File: config.mk
export PLATFORM = sky130hd
export DESIGN_NAME = dff_pipe
export DESIGN_NICKNAME = d
export VERILOG_FILES = /design/src/rtl/dff_pkg.sv /design/src/rtl/dff_stage.sv /design/src/rtl/dff_pipe.sv
export SDC_FILE = /design/constraint.sdc
export NUM_CORES = 1
export LEC_CHECK = 0
export ABC_AREA = 1
export BUFFER_PORTS_ARGS = -buffer_cell sky130_fd_sc_hd__buf_2
export CAP_MARGIN = 20
export CORE_MARGIN = 4
export CORE_UTILIZATION = 40
export CTS_CLUSTER_DIAMETER = 80
export DETAILED_ROUTE_END_ITERATION = 8
export GPL_ROUTABILITY_DRIVEN = 0
export MAX_ROUTING_LAYER = met4
export PLACE_DENSITY = 0.69
export SLEW_MARGIN = 20
export SYNTH_ARGS = -nofsm -noshare
export SYNTH_HDL_FRONTEND = slang
export SYNTH_SLANG_ARGS = --single-unit
File: constraint.sdc
create_clock -name clk -period 3.85 [get_ports clk]
set_input_delay 0.385 -clock clk [delete_from_list [all_inputs] [get_ports clk]]
set_output_delay 0.385 -clock clk [all_outputs]
set_load 0.01 [all_outputs]
File: src/rtl/dff_pkg.sv
// Shared defaults and the count-width helper for the dff_pipe register pipeline.
package dff_pkg;

  localparam int DEFAULT_WIDTH = 8;
  localparam int DEFAULT_DEPTH = 4;
  localparam logic [DEFAULT_WIDTH-1:0] DEFAULT_RST_VAL = '0;

  // Bits needed to hold any occupancy from 0 up to and including depth.
  function automatic int count_width(input int depth);
    return $clog2(depth + 1);
  endfunction

endpackage

File: src/rtl/dff_stage.sv
// One pipeline stage: a data register plus its valid flag, with optional advance enable.
module dff_stage #(
  parameter int               WIDTH   = 8,
  parameter int               USE_EN  = 0,
  parameter logic [WIDTH-1:0] RST_VAL = '0
) (
  input  logic             clk,
  input  logic             rst,
  input  logic             en,
  input  logic             clr,
  input  logic [WIDTH-1:0] d,
  input  logic             d_valid,
  output logic [WIDTH-1:0] q,
  output logic             q_valid
);

  logic adv;

  assign adv = (USE_EN != 0) ? en : 1'b1;

  // Clear only kills the valid flag; the data register keeps following adv.
  always_ff @(posedge clk) begin
    if (rst) begin
      q       <= RST_VAL;
      q_valid <= 1'b0;
    end else begin
      if (adv) begin
        q <= d;
      end
      if (clr) begin
        q_valid <= 1'b0;
      end else if (adv) begin
        q_valid <= d_valid;
      end
    end
  end

endmodule

File: src/rtl/dff_pipe.sv
// Fixed-latency register pipeline with valid tracking, flush and an occupancy counter.
module dff_pipe
  import dff_pkg::*;
#(
  parameter int               WIDTH   = DEFAULT_WIDTH,
  parameter int               DEPTH   = DEFAULT_DEPTH,
  parameter int               USE_EN  = 0,
  parameter logic [WIDTH-1:0] RST_VAL = WIDTH'(DEFAULT_RST_VAL)
) (
  input  logic                            clk,
  input  logic                            rst,
  input  logic                            en,
  input  logic [WIDTH-1:0]                d,
  input  logic                            d_valid,
  input  logic                            flush,
  output logic [WIDTH-1:0]                q,
  output logic                            q_valid,
  output logic [count_width(DEPTH)-1:0]   count
);

  localparam int CW = count_width(DEPTH);

  logic             adv;
  logic [WIDTH-1:0] stage_d [DEPTH];
  logic             stage_v [DEPTH];

  assign adv = (USE_EN != 0) ? en : 1'b1;

  for (genvar i = 0; i < DEPTH; i++) begin : g_stage
    logic [WIDTH-1:0] in_d;
    logic             in_v;

    if (i == 0) begin : g_head
      assign in_d = d;
      assign in_v = d_valid;
    end else begin : g_body
      assign in_d = stage_d[i-1];
      assign in_v = stage_v[i-1];
    end

    dff_stage #(
      .WIDTH   (WIDTH),
      .USE_EN  (USE_EN),
      .RST_VAL (RST_VAL)
    ) u_stage (
      .clk     (clk),
      .rst     (rst),
      .en      (en),
      .clr     (flush),
      .d       (in_d),
      .d_valid (in_v),
      .q       (stage_d[i]),
      .q_valid (stage_v[i])
    );
  end

  assign q       = stage_d[DEPTH-1];
  assign q_valid = stage_v[DEPTH-1];

  // Modular CW-bit arithmetic keeps the full-and-retiring case exact even when DEPTH = 2**CW - 1.
  always_ff @(posedge clk) begin
    if (rst || flush) begin
      count <= '0;
    end else if (adv) begin
      count <= count + CW'(d_valid) - CW'(q_valid);
    end
  end

endmodule

Word level (Yosys, flattened, before mapping)
Index checks and enable logic that the tools add are counted.
{ "op_classes": {"n_addsub": 2, "n_reduce_logical": 2} }
{ "ops": {"columns": ["operator", "count"], "rows": [
  ["3-bit by 1-bit adder with 3-bit output", 1],
  ["3-bit by 1-bit subtractor with 3-bit output", 1],
  ["2-bit OR reduction", 1],
  ["1-bit logical OR", 1]
]} }
{ "word_totals": {"regBits": 39, "in_bits": 13, "output_inout_bits": 12, "wordCells": 13} }

Longest topological paths before layout
Gate-level depths: netlist (run 1).
{ "logic_depth": {"depth_word": 2, "mapped_depth": 9, "mapped_depth_nobuf": 9} }

Cells and area by module
Synthesis (run 1) repeated with hierarchy kept, for this count alone.
{ "unflattened": {"cells_unflattened": 139, "area_unflattened_um2": 1242.4} }
{ "by_module_without_submodules": {"columns": ["mod", "cells_each", "seq_area_each_um2", "instances", "area_per_inst_um2"], "rows": [
  ["dff_stage", 29, 180.2, 4, 267.8],
  ["dff_pipe", 23, 60.1, 1, 171.4]
]} }

Worst setup path after synthesis (run 1)
No wires, ideal clock.
{ "synth_timing": {"kind": "register to register", "startpoint": "reg count[0]", "endpoint": "reg count[2]", "period_less_slack_ns": 1.507, "path_slack_ns": 2.343, "path_buffers": 0, "arrival_ns": 1.393, "path_stages_with_launch": 9, "setup_ns": 0.114, "required_time_ns": 3.736, "path_cell_list": "dfxtp_1 > inv_1 > ha_1 > inv_1 > ha_1 > inv_1 > fa_1 > nand3_1 > a21oi_2"} }
{ "synth_via": {"elab_chain_cells": 2} }
{ "synth_rtl": {"columns": ["item", "line", "text"], "rows": [
  ["start: declaration", "dff_pipe.sv:18", "output logic [count_width(DEPTH)-1:0] count"],
  ["start signal: assignment", "dff_pipe.sv:65", "count <= count + CW'(d_valid) - CW'(q_valid);"],
  ["3-bit by 1-bit adder with 3-bit output", "dff_pipe.sv:65", null],
  ["3-bit by 1-bit subtractor with 3-bit output", "dff_pipe.sv:65", null]
]} }
Every way passes these cells.
A chain may end at the register's enable or synchronous reset.

Worst setup path in the final report (run 1)
Ends and elaborated chain as after synthesis.

==> results.md, run 1 <==
- Outcome: complete, no violations
- # DRC: 0
- Area share of and/or/nand/nor cells after synthesis: 14.3%
- CP max-delay cell: fa_1
- Post-layout min period: 1.55 ns
- Vias per cell: 3.83
- CP max stage delay: 0.37 ns
- Worst Setup End Kind: flip-flop
- Yosys cell types: 13
- Gr usage total: 7.84%
- Number of diodes: 0
- Worst-margin pin slew: 0.517 ns
- Max clock buf depth: 2
- Largest net degree at the start of global routing: 34
- CTS tree: built
- IO buf count: 23
- Synth Area in Adders: 3.76%
- DRT Pass-1 Iters: 2
- Final core occ: 49.6%
- WP buf/inv: 4
- CTS root buffer: clkbuf_4
- Post-synthesis mux area share: 0%
- Synth Area in XOR/XNOR: 0%
- Area of the mapped netlist: 1200 sq um
- Die ar.: 3940 sq um
- First-pass GRT wire length: 2.35 mm
- Hold Fails Final Rpt: 0
- Starting DRC count in detailed routing: 5
- # rows: 19
- Chip height: 62.7 microns
- Fin crit share: 40.2%
- YS warnings: 0
- Post-route setup TNS: 0 ns
- CP required: 4.11 ns
- CTS Buf Count: 5
- CP dominant cell by count: inv_1
- Yosys reg bits: 39
- Peak VDD IR: 216 uV
- Seq/Total Area, Yosys: 65.1%
- Max Clk Rate: 647 MHz
- WS Path Type: flip-flop to flip-flop
- Final WL: 1.36 mm
- Final HPWL DP: 996 microns
- CTS sink cnt: 39
- Post-Syn Nets: 151
- Vias in the first global route: 624
- Max-cap check violation count: 0
- Commonest non-fill, non-tap cell in the layout: inv_1
- Die width: 62.7 microns
- HP Class: input port to flip-flop
- CTS resizes: 0
- Fin. max-slew vios: 0
- CP arrival: 1.80 ns
- Final Non-Filler Cells: 192
- Syn-to-layout area delta: 16.0%
- Critical path, cell by cell: inv_1 > ha_1 > inv_1 > ha_1 > inv_1 > fa_1 > inv_1 > nand2_1 > a21oi_2
- Relative slew slack: 65.5%
- # Post-CTS Setup Buffers: 0
- Initial antenna violation count: 0
- Antenna Violating Nets Remaining: 0
- H-tree lvl count: 2
- Main combinational cell family by area after synthesis: buffers and inverters
- Initial core utilization: 42.7%
- Critical path fanouts, max: 2
- Critical Path Source Type: flip-flop
- Mean Syn Cell Area: 8.88 sq um
- Total gr overflow: 0
- Ratio of cells with drive above 1 in the final layout: 19.9%
- RSZ-0062 raised after global routing: no
- PD cells: 481 nW/um^2
- Compound-gate portion of the synthesized area: 0.731%
- Post-synthesis instance total: 135
- Static leakage: 0.000688 uW
- Routed wire per std cell: 7.07 microns
- Nets: 176
- Io pins: 25
- Hold bufs inserted after CTS: 0
- Worst Skew: 0.00521 ns
- Core Area: 2810 sq um
- Skew-Pair Late Insertion Delay: 0.31 ns
- Largest delay contributor family on the critical path: adder cells
- Clk slew on worst S/H paths: 0.10 ns
- Most frequent cells in the layout: inv_1 (43), dfxtp_1 (39), nor2_1 (37)
- Placed cell count: 184
- DR vias: 736
- Final setup viols: 0
state kept, by name (all words and copies together) (netlist names):
signal                   count
g_stage.u_stage.q_valid      4
count                        3
g_stage.u_stage.q           32
area by class of cell:
type	instances	area (sq um)
clock buffer	8	68.8
fill	293	1420
inverter	43	161
multi-input combinational	48	225
sequential	39	781
tap	31	38.8
timing repair buffer	23	115
metal layers:
layer | routed length, microns | GRT usage (%) | vias to the layer above
met2 | 598 | 12.5 | 24
met5 | 0 | - | -
li1 | - | - | 414
met1 | 605 | 7.16 | 296
met3 | 141 | 5.04 | 2
met4 | 12 | 4.13 | 0
where the power goes:
group / total (uW) / internal, uW / switching (uW)
clock network: 220 / 108 / 113
logic: 29.0 / 12.1 / 16.9
registers: 419 / 416 / 3.25
worst register-to-register path: stages (launching register included):
cell and delay, ns:
dfxtp_1 0.35, inv_1 0.05, ha_1 0.26, inv_1 0.06, ha_1 0.13, inv_1 0.05
fa_1 0.37, inv_1 0.06, nand2_1 0.06, a21oi_2 0.12
final timing paths:
kind	from	to	slack [ns]	cells after the start
worst min-delay path	d[3]	g_stage[0].u_stage.q[3]	0.26	3
worst min register to register	g_stage[1].u_stage.q[3]	g_stage[2].u_stage.q[3]	0.40	2
worst max register to register	count[0]	count[2]	2.30	9
worst max-delay path	count[0]	count[2]	2.30	9
through the flow:
stage                     total power (uW)  hold WS (ns)  instance area (sq um)  worst slack, ns
after floorplan                        450         0.388                   1200             2.34
after global placement                 457         0.389                   1320             2.37
after detailed placement               459         0.392                   1320             2.32
after CTS                              678         0.247                   1390             2.29
after global routing                   705         0.244                   1390             2.18
final                                  668         0.264                   1390             2.30
cell usage after synthesis (all sizes together):
library cell,n,area share (%)
a21oi,1,0.73
or2,1,0.52
fa,1,1.7
dfxtp,39,65
buf,4,2.2
nor2,38,12
nand3,1,0.42
clkbuf,1,0.42
ha,2,2.1
inv,43,13
nand2,4,1.3
logic make-up after synthesis:
| logic type | count (synthesis) |
|---|---|
| AO/OA/AOI/OAI | 1 |
| adder cells (fa/ha/maj) | 3 |
| buffers and inverters | 48 |
| AND/OR/NAND/NOR | 44 |
| flip-flops | 39 |
Note: power is estimated with default switching activity, not from simulation.
==> run 2, diff against run 1 <==
clock period = 1.45 ns   (was 3.85 ns; I/O delays follow)
==> results.md, run 2 (synthesized netlist as in run 1, its figures left out) <==
- Outcome: finished, violations left
- Failing checks: negative setup slack
- Hold Path End: g_stage[0].u_stage.q_valid
- Io pins: 25
- Syn-to-layout area delta: 27.5%
- First-pass GRT wire length: 2.88 mm
- Final Non-Filler Cells: 203
- Setup slack, reg-to-reg: -0.02 ns
- Starting DRC count in detailed routing: 8
- Largest net degree at the start of global routing: 21
- Initial antenna violation count: 0
- Max reg flops: 32
- RSZ-0062 raised after global routing: yes
- Max clock buf depth: 2
- DR vias: 787
- Dpl ws: -0.0914 ns
- Peak VDD IR: 671 uV
- CTS tree: built
- Largest delay contributor family on the critical path: adder cells
- IO buf count: 23
- H-tree lvl count: 2
- CP arrival: 1.70 ns
- Die width: 62.7 microns
- Setup WS post-layout: -0.0238 ns
- Gr usage total: 9.99%
- Chip height: 62.7 microns
- Min-Delay Startpoint: d_valid
- Max Clk Rate: 679 MHz
- Skew-Pair Late Insertion Delay: 0.33 ns
- Most frequent cells in the layout: inv_1 (39), nor2_1 (37), dfxtp_1 (37)
- Worst r2r src: count[0]
- Leading registers by flop count: g_stage.u_stage.q: 32 flops, g_stage.u_stage.q_valid: 4 flops, count: 3 flops
- RR Endpoint: count[1]
- Critical path fanouts, max: 2
- Fin crit share: 102%
- Total gr overflow: 0
- Final HPWL DP: 1.04 mm
- Hold Fails Final Rpt: 0
- Max-cap check violation count: 0
- Final WL: 1.61 mm
- CTS Buf Count: 5
- PD cells: 1190 nW/um^2
- Commonest non-fill, non-tap cell in the layout: inv_1
- Die ar.: 3940 sq um
- Routed wire per std cell: 7.91 microns
- DRT Pass-1 Iters: 4
- CP max-delay cell: fa_2
- Worst Setup End Kind: flip-flop
- HP Class: input port to flip-flop
- Vias in the first global route: 689
- Worst-margin pin slew: 0.275 ns
- # DRC: 0
- Vias per cell: 3.88
- Critical Path Source Type: flip-flop
- Critical Path Start: count[0]
- CTS root buffer: clkbuf_4
- Critical path, cell by cell: inv_2 > ha_4 > inv_4 > ha_4 > inv_2 > fa_2 > nor2_2
- Clk slew on worst S/H paths: 0.11 ns
- Final setup viols: 1
- Relative slew slack: 81.7%
- Placed cell count: 185
- CTS sink cnt: 39
- Ratio of cells with drive above 1 in the final layout: 26.2%
- Core Area: 2810 sq um
- Hold-critical path depth: 3
- CP max stage delay: 0.52 ns
- Post-layout min period: 1.47 ns
- Static leakage: 0.000735 uW
- Worst Skew: 0.00625 ns
- Number of diodes: 0
- Initial core utilization: 42.7%
- CP required: 1.68 ns
- Nets: 187
- # rows: 19
- Antenna Violating Nets Remaining: 0
- WP buf/inv: 3
- Biggest register: g_stage.u_stage.q
- WS Path Type: flip-flop to flip-flop
- Fin. max-slew vios: 0
- # fillers: 271
- R2r worst-path depth: 7
-- run 2: changes by cell type in the layout (fill, tap and decap cells not counted), sizes merged --
cell / change
dlygate4sd3: +8
buf: +3
-- run 2: worst max-delay path by stage --
stage,cells after the start,endpoint,slack (ns)
2_1_floorplan,9,count[2],-0.02
3_3_place_gp,7,count[1],0.005
3_5_place_dp,9,count[2],-0.09
4_1_cts,7,count[1],-0.05
5_1_grt,9,count[2],-0.06
6_report,7,count[1],-0.02
-- run 2: area by class of cell --
cell class / instances / area (sq um) / share of cell area (%)
Timing Repair Buffer: 34 / 218 / 14.3
Clock buffer: 8 / 68.8 / 4.50
Sequential cell: 39 / 783 / 51.3
Tap cell: 31 / 38.8 / 2.54
Multi-Input combinational cell: 48 / 255 / 16.7
Inverter: 43 / 164 / 10.7
-- run 2: what timing repair did --
action | in CTS | in global routing
hold buffers | 8 | 0
pin swaps | 3 | 3
setup buffers | 1 | 1
setup endpoints to repair | 2 | 2
resized for setup | 7 | 4
hold endpoints to repair | 8 | 0
-- run 2: per-layer routing --
layer / global-route usage, % / part of all wire (%) / up-vias
li1: - / - / 435
met1: 9.98 / 43 / 320
met2: 15.3 / 46 / 26
met3: 5.04 / 8.2 / 6
met4: 6.61 / 2.8 / 0
met5: - / 0 / -
-- run 2: worst min-delay path: cells and delay by family --
kind / cells / cell delay, ns
buffers and inverters: 2 / 0.19
and+or+nand+nor: 1 / 0.04
-- run 2: power breakdown --
group | total (uW) | internal, uW | switching (uW)
clock | 603 | 285 | 317
sequential | 1110 | 1110 | 8.92
combinational | 108 | 55.4 | 52.7
-- run 2: metrics by stage --
step                      instance area, sq um  power [uW]  util [%]  hold WS (ns)  setup TNS, ns
after global placement                    1330        1210      47.4         0.346              0
after detailed placement                  1330        1220      47.4         0.353         -0.144
final                                     1530        1830      54.5        0.0586        -0.0238
after CTS                                 1510        1850      54.0        0.0364        -0.0734
after floorplan                           1200        1190         -         0.252        -0.0371
after global routing                      1530        1930      54.5        0.0490         -0.110
==> run 3, diff against run 2 <==
==> constraint.sdc (replaced) <==
create_clock -name clk -period 1.45 [get_ports clk]
set_input_delay 0.2175 -clock clk [delete_from_list [all_inputs] [get_ports clk]]
set_output_delay 0.2175 -clock clk [all_outputs]
set_load 0.01 [all_outputs]
==> results.md, run 3 (synthesized netlist as in run 1, its figures left out) <==
- # DRC: 0
- IO buf count: 23
- HP Class: input port to flip-flop
- Fin. max-slew vios: 0
- Gr usage total: 8.93%
- Critical path fanouts, max: 2
- Core Area: 2810 sq um
- Chip height: 62.7 microns
- Max layer used: met4
- Initial antenna violation count: 0
- CTS sink cnt: 39
- Skew-Pair Late Insertion Delay: 0.32 ns
- Routed wire per std cell: 7.70 microns
- Vias per cell: 3.78
- Largest net degree at the start of global routing: 21
- Fin crit share: 101%
- Post-layout min period: 1.46 ns
- Io pins: 25
- CTS tree: built
- Max Clk Rate: 686 MHz
- Met3 wire len: 139 microns
- Total gr overflow: 0
- Relative slew slack: 81.7%
- Most frequent cells in the layout: inv_1 (40), nor2_1 (37), dfxtp_1 (37)
- PD cells: 1250 nW/um^2
- H-tree lvl count: 2
- Max reg flops: 32
- Failing checks: negative setup slack
- Worst r2r src: count[0]
- Syn-to-layout area delta: 19.3%
- # rows: 19
- Dpl ws: -0.106 ns
- Worst Setup End Kind: flip-flop
- Setup slack, reg-to-reg: -0.009 ns
- DR vias: 729
- Die ar.: 3940 sq um
- Clk slew on worst S/H paths: 0.10 ns
- First-pass GRT wire length: 2.62 mm
- CP arrival: 1.68 ns
- Static leakage: 0.000690 uW
- Number of diodes: 0
- Die width: 62.7 microns
- Worst-margin pin slew: 0.274 ns
- Max-cap check violation count: 0
- Initial core utilization: 42.7%
- Starting DRC count in detailed routing: 11
- Routed wl met2: 648 microns
- Critical Path Source Type: flip-flop
- Worst Skew: 0.00543 ns
- Critical Path End: count[1]
- Vias in the first global route: 646
- # Post-CTS Setup Buffers: 0
- Hold_ws: 0.0860 ns
- RR Endpoint: count[1]
- Final setup viols: 1
- DRT Pass-1 Iters: 2
- RSZ-0062 raised after global routing: yes
- Setup WS post-layout: -0.00879 ns
- Ratio of cells with drive above 1 in the final layout: 25.3%
- R2r worst-path depth: 7
- Commonest non-fill, non-tap cell in the layout: inv_1
- Peak VDD IR: 624 uV
- Antenna Violating Nets Remaining: 0
- CTS root buffer: clkbuf_4
- Critical Path Start: count[0]
- WS Path Type: flip-flop to flip-flop
- Nets: 177
- Final WL: 1.49 mm
- Leading registers by flop count: g_stage.u_stage.q: 32 flops, g_stage.u_stage.q_valid: 4 flops, count: 3 flops
- Outcome: finished, violations left
- Final HPWL DP: 1.07 mm
- CP required: 1.67 ns
- Biggest register: g_stage.u_stage.q
- Met1 Wirelength: 642 microns
- Max clock buf depth: 2
- Hold Fails Final Rpt: 0
- CTS Buf Count: 5
-- run 3: cell type report --
type | instances | area (sq um)
tap | 31 | 38.8
clock buffer | 8 | 68.8
multi-input combinational | 48 | 253
fill | 283 | 1380
sequential | 39 | 783
timing repair buffer | 24 | 123
inverter | 43 | 164
-- run 3: metal layers --
metal / track usage [%] / vias to the layer above
met4: 7.44 / 0
met3: 3.78 / 6
met1: 9.06 / 284
met5: - / -
met2: 13.3 / 25
li1: - / 414
-- run 3: power by group --
part	internal (uW)	switching, uW	total [uW]
clock	285	306	592
combinational	37.5	48.6	86.1
sequential	1110	9.07	1110
total	1430	364	1790
-- run 3: worst min-delay path by stage --
stage	slack (ns)	depth (start not counted)	end	startpoint
2_1_floorplan	0.32	2	g_stage[0].u_stage.q[0]	d[0]
3_3_place_gp	0.39	2	g_stage[1].u_stage.q[6]	g_stage[0].u_stage.q[6]
3_5_place_dp	0.39	2	g_stage[2].u_stage.q[5]	g_stage[1].u_stage.q[5]
4_1_cts	0.06	3	g_stage[0].u_stage.q[2]	d[2]
5_1_grt	0.07	3	g_stage[0].u_stage.q[0]	d[0]
6_report	0.09	3	g_stage[0].u_stage.q[6]	d[6]
-- run 3: timing repair --
item / in CTS / in global routing
endpoints found under the setup margin: 2 / 2
gates resized for setup: 8 / 1
hold buffers: 0 / 0
pin swaps: 1 / 2
endpoints found under the hold margin: 0 / 0
-- run 3: worst max-delay path: stages, from the launching register on --
cell,delay [ns]
dfxtp_2,0.35
inv_2,0.04
ha_4,0.21
inv_4,0.05
ha_4,0.11
inv_2,0.03
fa_2,0.53
nor2_2,0.03
-- run 3: stage by stage --
| step | util, % | total power (uW) | setup TNS (ns) | instance area, sq um | cells |
|---|---|---|---|---|---|
| final | 51.0 | 1790 | -0.00879 | 1430 | 193 |
| after CTS | 50.9 | 1820 | -0.0502 | 1430 | 193 |
| after global placement | 47.4 | 1210 | 0 | 1330 | 185 |
| after detailed placement | 47.4 | 1220 | -0.184 | 1330 | 185 |
| after floorplan | - | 1190 | -0.0371 | 1200 | 135 |
| after global routing | 51.0 | 1890 | -0.0842 | 1430 | 193 |
